<file path="src/rtl/mc_sequencer_if.sv">
// Pin-side bus of the Monte Carlo run controller: command/data in, parameters,
// datapath strobes and final price out.
interface mc_sequencer_if;
  logic [1:0]  state;
  logic [11:0] in;
  logic [15:0] price_in;
  logic        price_valid;
  logic [11:0] s0;
  logic [11:0] strike;
  logic [11:0] sigma;
  logic [11:0] n_paths;
  logic        sobol_start;
  logic        step_valid;
  logic        path_first;
  logic        path_last;
  logic        busy;
  logic        done;
  logic [15:0] out;

  modport master (
    output state, in, price_in, price_valid,
    input  s0, strike, sigma, n_paths, sobol_start, step_valid,
           path_first, path_last, busy, done, out
  );

  modport slave (
    input  state, in, price_in, price_valid,
    output s0, strike, sigma, n_paths, sobol_start, step_valid,
           path_first, path_last, busy, done, out
  );
endinterface

</file>
<file path="src/rtl/mc_sequencer.sv">
// Run controller: latches pricing parameters, then sequences seed, n_paths x N_STEP
// steps and drain, and captures the final price.
module mc_sequencer #(
  parameter int N_STEP = 16,
  parameter int STEP_W = 4
) (
  input logic           clk,
  input logic           rst_n,
  mc_sequencer_if.slave bus
);

  typedef enum logic [2:0] {ST_IDLE, ST_SEED, ST_RUN, ST_DRAIN, ST_DONE} fsm_t;
  typedef enum logic [1:0] {CMD_NOP, CMD_LOAD, CMD_RUN, CMD_READ} cmd_t;

  fsm_t              fsm, fsm_nxt;
  cmd_t              cmd;
  logic [1:0]        ptr;
  logic [STEP_W-1:0] step;
  logic [11:0]       path;
  logic [11:0]       s0_q, strike_q, sigma_q, n_paths_q;
  logic [15:0]       out_q;
  logic              last_step, last_path;

  assign cmd       = cmd_t'(bus.state);
  assign last_step = (step == STEP_W'(N_STEP - 1));
  assign last_path = (path == n_paths_q - 12'd1);

  always_ff @(posedge clk or negedge rst_n) begin
    if (!rst_n) fsm <= ST_IDLE;
    else        fsm <= fsm_nxt;
  end

  always_comb begin
    fsm_nxt = fsm;
    case (fsm)
      ST_IDLE:  if (cmd == CMD_RUN) fsm_nxt = (n_paths_q != '0) ? ST_SEED : ST_DONE;
      ST_SEED:  fsm_nxt = ST_RUN;
      ST_RUN:   if (last_step && last_path) fsm_nxt = ST_DRAIN;
      ST_DRAIN: if (bus.price_valid) fsm_nxt = ST_DONE;
      ST_DONE:  if (cmd == CMD_NOP) fsm_nxt = ST_IDLE;
      default:  fsm_nxt = ST_IDLE;
    endcase
  end

  always_comb begin
    bus.sobol_start = (fsm == ST_SEED);
    bus.step_valid  = (fsm == ST_RUN);
    bus.path_first  = (fsm == ST_RUN) && (step == '0);
    bus.path_last   = (fsm == ST_RUN) && last_step;
    bus.busy        = (fsm == ST_SEED) || (fsm == ST_RUN) || (fsm == ST_DRAIN);
    bus.done        = (fsm == ST_DONE);
  end

  // Commands are only decoded in IDLE, so parameters are frozen for the whole run.
  always_ff @(posedge clk or negedge rst_n) begin
    if (!rst_n) begin
      ptr       <= '0;
      step      <= '0;
      path      <= '0;
      s0_q      <= '0;
      strike_q  <= '0;
      sigma_q   <= '0;
      n_paths_q <= '0;
      out_q     <= '0;
    end else begin
      case (fsm)
        ST_IDLE: begin
          if (cmd == CMD_LOAD) begin
            case (ptr)
              2'd0:    s0_q      <= bus.in;
              2'd1:    strike_q  <= bus.in;
              2'd2:    sigma_q   <= bus.in;
              default: n_paths_q <= bus.in;
            endcase
            ptr <= ptr + 2'd1;
          end else begin
            ptr <= '0;
          end
          if (cmd == CMD_RUN) begin
            step <= '0;
            path <= '0;
            if (n_paths_q == '0) out_q <= '0;
          end
        end
        ST_RUN: begin
          if (last_step) begin
            step <= '0;
            path <= path + 12'd1;
          end else begin
            step <= step + 1'b1;
          end
        end
        ST_DRAIN: if (bus.price_valid) out_q <= bus.price_in;
        default: ;
      endcase
    end
  end

  assign bus.s0      = s0_q;
  assign bus.strike  = strike_q;
  assign bus.sigma   = sigma_q;
  assign bus.n_paths = n_paths_q;
  assign bus.out     = out_q;

endmodule

</file>
<file path="src/flat_wrapper.sv">
// flat-port wrapper written by rule: the top's interface ports become plain ports
module mc_sequencer_flat 
#(
  parameter int N_STEP = 16,
  parameter int STEP_W = 4
)
  (clk, rst_n, bus_state, bus_in, bus_price_in, bus_price_valid, bus_s0, bus_strike, bus_sigma, bus_n_paths, bus_sobol_start, bus_step_valid, bus_path_first, bus_path_last, bus_busy, bus_done, bus_out);
  mc_sequencer_if bus_i ();
  input logic clk;
  input logic rst_n;
  input wire logic [$bits(bus_i.state)-1:0] bus_state;
  input wire logic [$bits(bus_i.in)-1:0] bus_in;
  input wire logic [$bits(bus_i.price_in)-1:0] bus_price_in;
  input wire logic [$bits(bus_i.price_valid)-1:0] bus_price_valid;
  output wire logic [$bits(bus_i.s0)-1:0] bus_s0;
  output wire logic [$bits(bus_i.strike)-1:0] bus_strike;
  output wire logic [$bits(bus_i.sigma)-1:0] bus_sigma;
  output wire logic [$bits(bus_i.n_paths)-1:0] bus_n_paths;
  output wire logic [$bits(bus_i.sobol_start)-1:0] bus_sobol_start;
  output wire logic [$bits(bus_i.step_valid)-1:0] bus_step_valid;
  output wire logic [$bits(bus_i.path_first)-1:0] bus_path_first;
  output wire logic [$bits(bus_i.path_last)-1:0] bus_path_last;
  output wire logic [$bits(bus_i.busy)-1:0] bus_busy;
  output wire logic [$bits(bus_i.done)-1:0] bus_done;
  output wire logic [$bits(bus_i.out)-1:0] bus_out;
  assign bus_i.state = bus_state;
  assign bus_i.in = bus_in;
  assign bus_i.price_in = bus_price_in;
  assign bus_i.price_valid = bus_price_valid;
  assign bus_s0 = bus_i.s0;
  assign bus_strike = bus_i.strike;
  assign bus_sigma = bus_i.sigma;
  assign bus_n_paths = bus_i.n_paths;
  assign bus_sobol_start = bus_i.sobol_start;
  assign bus_step_valid = bus_i.step_valid;
  assign bus_path_first = bus_i.path_first;
  assign bus_path_last = bus_i.path_last;
  assign bus_busy = bus_i.busy;
  assign bus_done = bus_i.done;
  assign bus_out = bus_i.out;
  mc_sequencer #(.N_STEP(N_STEP), .STEP_W(STEP_W)) u_core (.clk(clk), .rst_n(rst_n), .bus(bus_i));
endmodule
</file>
<file path="config.mk">
export PLATFORM = sky130hd
export DESIGN_NAME = mc_sequencer_flat
export DESIGN_NICKNAME = d
export VERILOG_FILES = /design/src/rtl/mc_sequencer_if.sv /design/src/rtl/mc_sequencer.sv /design/src/flat_wrapper.sv
export SDC_FILE = /design/constraint.sdc
export NUM_CORES = 1
export LEC_CHECK = 0
export CELL_PAD_IN_SITES_DETAIL_PLACEMENT = 1
export CELL_PAD_IN_SITES_GLOBAL_PLACEMENT = 2
export CORE_MARGIN = 3
export CORE_UTILIZATION = 25
export DETAILED_ROUTE_END_ITERATION = 8
export PLACE_DENSITY = 0.69
export SYNTH_ARGS = -nofsm -noshare
export SYNTH_HDL_FRONTEND = slang
export SYNTH_SLANG_ARGS = --single-unit
export TNS_END_PERCENT = 5
</file>
<file path="constraint.sdc">
create_clock -name clk -period 2 [get_ports clk]
set_input_delay 0.2 -clock clk [delete_from_list [all_inputs] [get_ports clk]]
set_output_delay 0.2 -clock clk [all_outputs]
set_load 0.01 [all_outputs]
</file>
==> flow_metrics.py <==
metrics = {
    "outcome": {
        "status": "complete, but fails checks",
        "violations": "negative setup slack",
    },
    "cells_and_area": {
        "drive_gt1_share_pct": 26.7,
        "utilization_pct": 39.7,
        "syn_to_final_growth_pct": 52.4,
        "antennaDiodeCount": 0,
        "fin_nets": 539,
        "fin_area_um2": 6160,
        "finalNonFillerCells": 713,
        "fill_cells": 1709,
    },
    "worst_setup_path": {
        "path_class": "flip-flop to flip-flop",
        "cp-start-kind": "flip-flop",
        "crit_end": "u_core.bus.out[13]",
        "critPathSlowestCell": "dfrtp_1",
        "cp-startpoint": "u_core.fsm[0]",
        "r2r_setup_slack_ns": -0.03,
        "reg2regPathDepth": 7,
        "crit_fanout": 8,
        "cp_slowest_stage_delay_ns": 0.42,
        "crit_arrival_ns": 2.30,
        "r2r_start": "u_core.fsm[0]",
        "r2r-end": "u_core.bus.out[13]",
        "path_cells": "or3_4 -> or3b_1 -> buf_6 -> o2bb2ai_4 -> clkbuf_16 -> nand3_1 -> o21ai_0",
        "cp.required_ns": 2.26,
        "end_kind": "flip-flop",
    },
    "sta": {
        "layout_min_cycle_time_ns": 2.03,
        "slew_violations": 0,
        "rsz0062_at_grt": "yes",
        "fmax_mhz": 492,
        "fin_crit_sh_pct": 102,
        "hold_viol": 0,
        "postLayoutSetupSlackWorst_ns": -0.0334,
        "setup_violations": 9,
        "slew_headroom_pct": 66.4,
        "tightest_slew_ns": 0.500,
        "skew_ns": 0.00643,
    },
    "global_route": {
        "grt_pass1_wl_um": 19600,
        "grt_pass1_vias": 3606,
        "grt_max_degree": 37,
        "groute.layer.met1.usage_pct": 17.8,
        "met2_usage_pct": 21.1,
        "grt-ovfl-total": 0,
        "top_usage_layer": "met2",
        "antenna_found_initial": 0,
        "grt_util_all_layers_pct": 13.9,
        "met3_usage_pct": 6.53,
    },
    "synth": {
        "synth_edf_count": 0,
        "ys_types": 46,
        "syn-num-nets": 396,
        "synth_area_leader_cell": "dfrtp_1",
        "yosysMostFrequentCell": "dfrtp_1",
        "synth-seq-cells": 85,
        "async_reset_ff_share_pct": 100,
        "ys.warnings.count": 0,
        "synth_top_area_share_pct": 52.6,
        "synth_area_um2": 4050,
        "avgSynthCellArea_um2": 11.4,
        "yosys-top-cells-area": "dfrtp_1 (53%), mux2_2 (14%), xnor2_1 (3.7%), nand3_1 (3.2%), ha_1 (2.8%)",
        "yosysSeqAreaShare_pct": 52.6,
        "syn_inst": 354,
        "synth-main-ff-cell": "dfrtp_1",
        "ys_top_cells_by_count": "dfrtp_1 (85), mux2_2 (49), inv_1 (27)",
    },
    "floorplan": {
        "die_h_um": 133,
        "rows": 45,
        "start_util_pct": 26.0,
        "io_pins": 103,
        "core-area_um2": 15500,
        "design.die.area_um2": 17700,
        "fp.dieW_um": 133,
    },
    "place": {
        "dpl_cell_area_um2": 5700,
        "dp.cells": 693,
        "dpl.hpwl_um": 8630,
        "place_congestion": 0.833,
        "portBuffers": 102,
    },
    "power_and_ir_drop": {
        "p_leak_nw": 2.67,
        "internal_power_mw": 5.58,
        "ir_worst_vdd_mv": 0.737,
        "p_per_area_nw_per_um2": 1360,
        "p_comb_share_pct": 47.0,
        "swShare_pct": 33.3,
        "seqPwrFrac_pct": 29.9,
        "p_sw_mw": 2.78,
        "clockPowerShare_pct": 23.1,
    },
    "route": {
        "num_vias": 3210,
        "via_per_inst": 4.50,
        "wl_per_cell_um": 16.8,
        "drt_iter0_markers": 69,
        "first_pass_iters": 4,
        "ant_nets": 0,
        "drc": 0,
        "routed_wl_um": 11900,
    },
    "cts": {
        "clock_latency_ns": 0.34,
        "numCtsBuffers": 9,
        "cts_num_sinks": 85,
        "clk_path_buf_depth": 2,
        "h-tree-depth": 3,
        "clkTransAtPathRegs_ns": 0.07,
        "cts_tree": "yes",
        "root_buffer": "clkbuf_16",
    },
    "hold_path": {
        "hold_path_class": "primary input to asynchronous set/reset pin",
    },
    "flow_run": {
        "cap_violations": 0,
    },
}
==> routing by layer <==
layer	wire (µm)	vias up
met5	0	-
met3	917	8
li1	-	1523
met2	5380	71
met1	5550	1608
met4	97	0
==> sequential cells by signal, summed over array words and instances, names as in the netlist <==
signal and count:
u_core.bus.s0 12, u_core.bus.sigma 12, u_core.ptr 2, u_core.bus.out 16, u_core.fsm 3, u_core.bus.n_paths 12
u_core.step 4, u_core.path 12, u_core.bus.strike 12
==> worst min-delay path by stage <==
| stage | from | end | slack [ns] | cells past startpoint |
|---|---|---|---|---|
| floorplan | rst_n | u_core.bus.n_paths[0] | -0.1 | 0 |
| global placement | rst_n | u_core.bus.strike[0] | 0.13 | 1 |
| detailed placement | rst_n | u_core.bus.strike[0] | 0.14 | 1 |
| CTS | rst_n | u_core.bus.strike[0] | 0.29 | 2 |
| global route | rst_n | u_core.bus.strike[1] | 0.32 | 2 |
| finish | rst_n | u_core.bus.strike[11] | 0.30 | 2 |
==> power groups by stage <==
stage	clock network [mW]	logic (mW)	registers, mW
after floorplan	0	1.57	2.71
after global placement	0	3.68	2.49
after detailed placement	0	3.71	2.52
after CTS	2.00	3.78	2.51
after global routing	2.08	4.28	2.57
final	1.94	3.93	2.50
==> placed cells by master, fill, tap and decap left out, drive strengths merged, types with 3 or more instances in the layout <==
cell           count
a31oi              3
dfrtp             85
or4                3
a22o               3
nor4               3
xor2               7
dlygate4sd2        3
a21oi              3
mux2              49
clkdlybuf4s50     97
nor3               5
nand2             15
nand4              5
o21ai             24
clkbuf            14
xnor2             17
buf               46
nor3b              4
a2111oi            4
inv               28
nand3             26
ha                 9
nor2              18
==> cell type report <==
| class | instances | area [µm²] | share of cell area, % |
|---|---|---|---|
| clock buffers | 12 | 267 | 4.32 |
| clock inverters | 4 | 77.6 | 1.26 |
| inverters | 27 | 101 | 1.64 |
| multi-input cells | 225 | 1850 | 29.9 |
| flip-flops and latches | 85 | 2130 | 34.5 |
| well taps | 211 | 264 | 4.28 |
| repair buffers | 149 | 1480 | 24.1 |
==> through the flow <==
step	TNS (ns)	total power, mW	hold WS, ns	setup slack (ns)
global route	-3.00	8.94	0.321	-0.0872
CTS	-0.0189	8.29	0.294	-0.00991
floorplan	-0.592	4.28	-0.0956	-0.0376
global placement	-0.0855	6.17	0.133	-0.0299
finish	-0.104	8.36	0.298	-0.0334
detailed placement	-0.936	6.24	0.137	-0.0447
==> worst max-delay path, delay by kind of cell, from the launching register on <==
kind	cells	cell delay (ns)
AO/OA/AOI/OAI	2	0.32
flip-flops	1	0.42
buffers and inverters	2	0.37
AND/OR/NAND/NOR	3	0.84
==> cell families (layout without fill, tap and decap cells) <==
group	count (synthesis)	after routing	synth area share [%]
mux	49	49	13.6
buf+inv	44	192	4.67
fa+ha+maj	9	9	2.78
simple gates	94	94	12.6
compound gates	49	49	8.57
flops	85	85	52.6
xor+xnor	24	24	5.20
==> timing repair <==
item / 4_1_cts / 5_1_grt
hold endpoints to repair: 22 / 0
hold buffers: 1 / 0
setup endpoints to repair: 63 / 72
buffers inserted: 0 / 1
pin swaps: 0 / 4
gates cloned: 0 / 2
gates resized for setup: 11 / 11
No activity file was read; power rests on OpenSTA's default activity.
